**src/rtl/seq_complement_unit_pkg.sv**
```systemverilog
// Shared definitions for the digit-serial complement engine: mode codes,
// FSM state encoding and configuration helpers.
package seq_complement_unit_pkg;

  localparam logic [1:0] MODE_PASS = 2'b00;
  localparam logic [1:0] MODE_ONES = 2'b01;
  localparam logic [1:0] MODE_NEG  = 2'b10;
  localparam logic [1:0] MODE_ABS  = 2'b11;

  typedef enum logic [1:0] {
    IDLE = 2'd0,
    CALC = 2'd1,
    DONE = 2'd2
  } state_t;

  function automatic int calc_ndig(input int width, input int digit);
    return width / digit;
  endfunction

  // Digit size must tile the operand exactly.
  function automatic bit cfg_legal(input int width, input int digit);
    if (width < 2 || digit < 1 || digit > width) return 1'b0;
    return (width % digit) == 0;
  endfunction

endpackage

```
**src/rtl/seq_complement_unit_complement_digit_stage.sv**
```systemverilog
// One digit slice: conditional inverter followed by a ripple increment chain
// that adds the incoming single-bit carry.
module complement_digit_stage
  import seq_complement_unit_pkg::*;
#(
  parameter int DIGIT = 2
) (
  input  logic [DIGIT-1:0] digit,
  input  logic             invert,
  input  logic             carry_in,
  output logic [DIGIT-1:0] sum,
  output logic             carry_out
);

  logic [DIGIT-1:0] operand;

  generate
    for (genvar gi = 0; gi < DIGIT; gi++) begin : g_inv
      assign operand[gi] = digit[gi] ^ invert;
    end
  endgenerate

  // Only a one-bit addend enters the chain, so each cell is a half adder.
  always_comb begin
    logic c;
    c   = carry_in;
    sum = '0;
    for (int i = 0; i < DIGIT; i++) begin
      sum[i] = operand[i] ^ c;
      c      = operand[i] & c;
    end
    carry_out = c;
  end

endmodule

```
**src/rtl/seq_complement_unit.sv**
```systemverilog
// Digit-serial pass / ones' complement / negate / absolute-value unit with
// valid/ready handshakes on both sides; LSB digit processed first.
module seq_complement_unit
  import seq_complement_unit_pkg::*;
#(
  parameter int WIDTH = 8,
  parameter int DIGIT = 2
) (
  input  logic             clk,
  input  logic             rst_n,
  input  logic             in_valid,
  output logic             in_ready,
  input  logic [WIDTH-1:0] in_data,
  input  logic [1:0]       in_mode,
  output logic             out_valid,
  input  logic             out_ready,
  output logic [WIDTH-1:0] out_data,
  output logic             out_ovf
);

  localparam int NDIG = calc_ndig(WIDTH, DIGIT);
  localparam int CW   = (NDIG > 1) ? $clog2(NDIG) : 1;
  localparam logic [CW-1:0]    LAST    = CW'(NDIG - 1);
  localparam logic [WIDTH-1:0] MIN_NEG = {1'b1, {(WIDTH-1){1'b0}}};

  generate
    if (!cfg_legal(WIDTH, DIGIT)) begin : g_cfg_check
      $error("seq_complement_unit: DIGIT must divide WIDTH and WIDTH must be >= 2");
    end
  endgenerate

  state_t           state_reg, state_next;
  logic [WIDTH-1:0] operand_reg;
  logic [WIDTH-1:0] result_reg;
  logic [CW-1:0]    cnt_reg;
  logic             carry_reg;
  logic             invert_reg;
  logic             ovf_reg;

  logic             start_invert, start_carry, start_ovf;
  logic [31:0]      shamt;
  logic [DIGIT-1:0] digit_cur, digit_sum;
  logic             digit_carry;
  logic [WIDTH-1:0] digit_placed;

  // Only negative operands are negated in absolute-value mode.
  assign start_invert = (in_mode == MODE_ONES) || (in_mode == MODE_NEG) ||
                        ((in_mode == MODE_ABS) && in_data[WIDTH-1]);
  assign start_carry  = (in_mode == MODE_NEG) ||
                        ((in_mode == MODE_ABS) && in_data[WIDTH-1]);
  assign start_ovf    = ((in_mode == MODE_NEG) || (in_mode == MODE_ABS)) &&
                        (in_data == MIN_NEG);

  assign shamt        = 32'(cnt_reg) * 32'(DIGIT);
  assign digit_cur    = DIGIT'(operand_reg >> shamt);
  assign digit_placed = WIDTH'(digit_sum) << shamt;

  complement_digit_stage #(
    .DIGIT (DIGIT)
  ) u_stage (
    .digit     (digit_cur),
    .invert    (invert_reg),
    .carry_in  (carry_reg),
    .sum       (digit_sum),
    .carry_out (digit_carry)
  );

  always_comb begin
    state_next = state_reg;
    in_ready   = 1'b0;
    out_valid  = 1'b0;
    case (state_reg)
      IDLE: begin
        in_ready = 1'b1;
        if (in_valid) state_next = CALC;
      end
      CALC: begin
        if (cnt_reg == LAST) state_next = DONE;
      end
      DONE: begin
        out_valid = 1'b1;
        if (out_ready) state_next = IDLE;
      end
      default: state_next = IDLE;
    endcase
  end

  always_ff @(posedge clk or negedge rst_n) begin
    if (!rst_n) begin
      state_reg   <= IDLE;
      operand_reg <= '0;
      result_reg  <= '0;
      cnt_reg     <= '0;
      carry_reg   <= 1'b0;
      invert_reg  <= 1'b0;
      ovf_reg     <= 1'b0;
    end else begin
      state_reg <= state_next;
      case (state_reg)
        IDLE: begin
          if (in_valid) begin
            operand_reg <= in_data;
            result_reg  <= '0;
            cnt_reg     <= '0;
            carry_reg   <= start_carry;
            invert_reg  <= start_invert;
            ovf_reg     <= start_ovf;
          end
        end
        CALC: begin
          // Result starts cleared, so OR-ing each digit into place is enough.
          result_reg <= result_reg | digit_placed;
          carry_reg  <= digit_carry;
          cnt_reg    <= (cnt_reg == LAST) ? '0 : cnt_reg + CW'(1);
        end
        default: ;
      endcase
    end
  end

  assign out_data = result_reg;
  assign out_ovf  = ovf_reg;

endmodule
```
**config.mk**
```make
export PLATFORM = sky130hd
export DESIGN_NAME = seq_complement_unit
export DESIGN_NICKNAME = d
export VERILOG_FILES = /design/src/rtl/seq_complement_unit_pkg.sv /design/src/rtl/seq_complement_unit_complement_digit_stage.sv /design/src/rtl/seq_complement_unit.sv
export SDC_FILE = /design/constraint.sdc
export NUM_CORES = 1
export LEC_CHECK = 0
export BUFFER_PORTS_ARGS = -buffer_cell sky130_fd_sc_hd__buf_2
export CAP_MARGIN = 40
export CORE_MARGIN = 1.5
export CORE_UTILIZATION = 56
export DETAILED_ROUTE_END_ITERATION = 10
export HOLD_SLACK_MARGIN = 0.12
export PLACE_DENSITY = 0.78
export SLEW_MARGIN = 5
export SYNTH_ARGS = -nofsm -noshare
export SYNTH_HDL_FRONTEND = slang
export SYNTH_HIERARCHICAL = 1
export SYNTH_SLANG_ARGS = --single-unit
export TNS_END_PERCENT = 100
```
**constraint.sdc**
```tcl
create_clock -name clk -period 4.2 [get_ports clk]
set_input_delay 0.63 -clock clk [delete_from_list [all_inputs] [get_ports clk]]
set_output_delay 0.63 -clock clk [all_outputs]
set_load 0.005 [all_outputs]
```
==> impl_metrics.py <==
metrics = {
    "outcome": {
        "status": "completed",
    },
    "worst_setup_path": {
        "path_class": "flop to flop",
        "cp_max_fo": 11,
        "startpoint_type": "flop",
        "endpoint_kind": "flop",
        "critPathRequiredTime_ns": 4.41,
        "critPathArrivalTime_ns": 2.51,
    },
    "finish": {
        "fillers": 169,
        "final_cells": 149,
        "area_growth_pct": 12.7,
        "finalNetCount": 142,
        "antennaDiodeCount": 0,
        "drive_gt1_frac": 0.311,
    },
    "hold_path": {
        "hp-class": "input pin to async pin",
    },
    "global_routing": {
        "grt_pass1_vias": 720,
        "gr-total-overflow": 0,
        "grt_usage": 0.197,
        "grt_start_max_net_pins": 26,
        "antenna_found_initial": 0,
        "grt_pass1_wl_um": 3140,
    },
    "floorplanning": {
        "core_mm2": 0.00192,
        "initial_core_util": 0.586,
        "num_rows": 16,
        "die_x_um": 47.8,
        "ios": 25,
        "die_h_um": 47.8,
        "die_area_mm2": 0.00229,
    },
    "sta": {
        "fin_tns_setup_ns": 0,
        "post-route-period-util": 0.548,
        "drv_slew": 0,
        "relSlewSlack": 0.407,
        "hold_viol": 0,
        "skew_ns": 0.00964,
        "setup_viol": 0,
        "tightest_slew_ns": 0.889,
        "fmax_ghz": 0.435,
        "min_period_ns": 2.30,
        "rsz0062_at_grt": "false",
    },
    "synth": {
        "postSynth.asyncResetShare": 1.00,
        "synth_edf_count": 0,
        "dominantRegCellSynth": "dfrtp_1",
        "ys_types": 27,
        "synth.net_count": 119,
        "ys_seq_elements": 23,
        "yosys_warnings": 6,
        "syn_inst": 100,
        "yosysSeqAreaShare": 0.511,
        "synth_area_mm2": 0.00113,
        "avgSynthCellArea_um2": 11.3,
    },
    "placement": {
        "numPortBuffers": 24,
        "routabilityCongestion": 0.722,
        "dp.cells": 145,
        "hpwlAfterDp_um": 1440,
    },
    "clock_tree": {
        "cts_tree": "done",
        "cts.clk_slew.worst_paths_ns": 0.13,
        "clockBufferDepth": 2,
        "clkSinkCount": 23,
        "cts_root_buf": "clkbuf_4",
        "htree_levels": 1,
        "ctsResizeCount": 0,
        "cts_buffers": 3,
        "clock_latency_ns": 0.30,
        "cts_setup_buffers": 0,
        "hold_buffers": 0,
    },
    "pwr": {
        "leakage_nw": 0.631,
        "net-switching-power_uw": 364,
        "seqPwrFrac": 0.424,
        "p_per_area_mw_per_mm2": 746,
        "p_int_uw": 583,
        "swShare": 0.384,
        "share_comb_of_total_power": 0.471,
        "clkPwrFrac": 0.105,
        "peakVddDrop_uv": 400,
    },
    "flow_run": {
        "cap_viol_max_count": 0,
    },
    "drt": {
        "num_vias": 812,
        "avgViaCountPerCell": 5.45,
        "wirelength_um": 1950,
        "post_drt_wl_per_cell_um": 13.1,
        "ant_nets": 0,
        "met3_wirelength_um": 120,
        "drcViolationCount": 0,
        "top_layer": "met3",
        "drt_iter0_markers": 21,
        "firstDrtPassIters": 4,
        "wl_met1_um": 922,
        "wl_met2_um": 910,
    },
}
[critical path, cell delays in order (launching register included)]
cell	delay [ns]
dfrtp_1	0.58
mux4_2	0.56
xor2_1	0.15
ha_1	0.18
ha_1	0.32
nor3b_1	0.15
o21ai_0	0.18
nand2_1	0.08
[cell families after synthesis]
group | Yosys count | synth area share
and+or+nand+nor | 28 | 0.124
AOI/OAI and AO/OA | 23 | 0.119
DFF | 23 | 0.511
muxes | 10 | 0.130
buffers and inverters | 9 | 0.0444
adders and majority gates | 5 | 0.0556
xor gates and xnor gates | 2 | 0.0156
[cells in the mapped netlist, types with 3 or more instances]
library cell / count / area share
mux2_2: 5 / 0.050
a21oi_1: 10 / 0.044
nand3_1: 3 / 0.013
ha_1: 5 / 0.056
dfrtp_1: 23 / 0.51
o21ai_0: 4 / 0.018
nor2_1: 7 / 0.023
a31oi_1: 4 / 0.022
nand2_1: 9 / 0.030
mux2_4: 3 / 0.040
clkbuf_1: 3 / 0.010
inv_1: 3 / 0.010
[power groups by stage]
stage	logic (mW)	registers [mW]	clock network, mW
2_1_floorplan	0.383	0.367	0
3_3_place_gp	0.433	0.404	0
3_5_place_dp	0.442	0.405	0
4_1_cts	0.445	0.402	0.100
5_1_grt	0.507	0.417	0.110
6_report	0.446	0.401	0.0993
[routing by layer]
| layer | track usage | up-vias |
|---|---|---|
| met4 | 0.0486 | 0 |
| li1 | - | 400 |
| met1 | 0.282 | 383 |
| met3 | 0.0453 | 0 |
| met2 | 0.304 | 29 |
| met5 | 0 | - |
[through the flow]
step                      worst slack, ns   util  cell area, µm²  hold WS, ns  power, mW
after floorplan                      1.94      -            1130        0.334      0.750
after global placement               1.99  0.646            1240        0.469      0.837
after detailed placement             1.92  0.646            1240        0.481      0.847
after CTS                            1.91  0.660            1270        0.283      0.947
after global routing                 1.78  0.660            1270        0.297       1.03
final                                1.90  0.660            1270        0.268      0.946
[layout by cell type (no fill, tap or decap)]
master    instances
nor2b_1           2
ha_1              5
a21oi_1          10
nand3_1           3
o211ai_1          2
o31ai_1           1
nor4b_1           1
a31oi_1           4
clkinv_2          1
or3b_1            1
nand2_1           9
nand2b_1          1
mux4_2            2
nor4_1            1
nor2_1            7
mux2_2            5
mux2_4            3
xor2_1            2
and2b_1           1
clkbuf_4          3
a21o_1            1
o21ai_0           4
nor3b_1           2
dfrtp_1          23
a22o_1            1
buf_2            24
inv_1             3
[worst paths after layout]
check | slack [ns] | endpoint | startpoint | depth (start not counted)
max in group asynchronous | 3.59 | operand_reg[0] | rst_n | 1
min reg2reg | 0.51 | out_data[0] | out_data[0] | 2
max reg2reg | 1.90 | out_data[1] | cnt_reg[0] | 7
min | 0.27 | state_reg[1] | rst_n | 1
max | 1.90 | out_data[1] | cnt_reg[0] | 7
min in group clk | 0.51 | out_data[0] | out_data[0] | 2
[cell type report]
type	count	area, µm²	area share
Clock inverter	1	5.00	0.00394
Sequential cell	23	576	0.454
Inverter	3	11.3	0.00888
Multi-Input combinational cell	68	500	0.394
Clock buffer	3	22.5	0.0178
Tap cell	27	33.8	0.0266
Timing Repair Buffer	24	120	0.0947
Power figures use the tool's default switching activity.
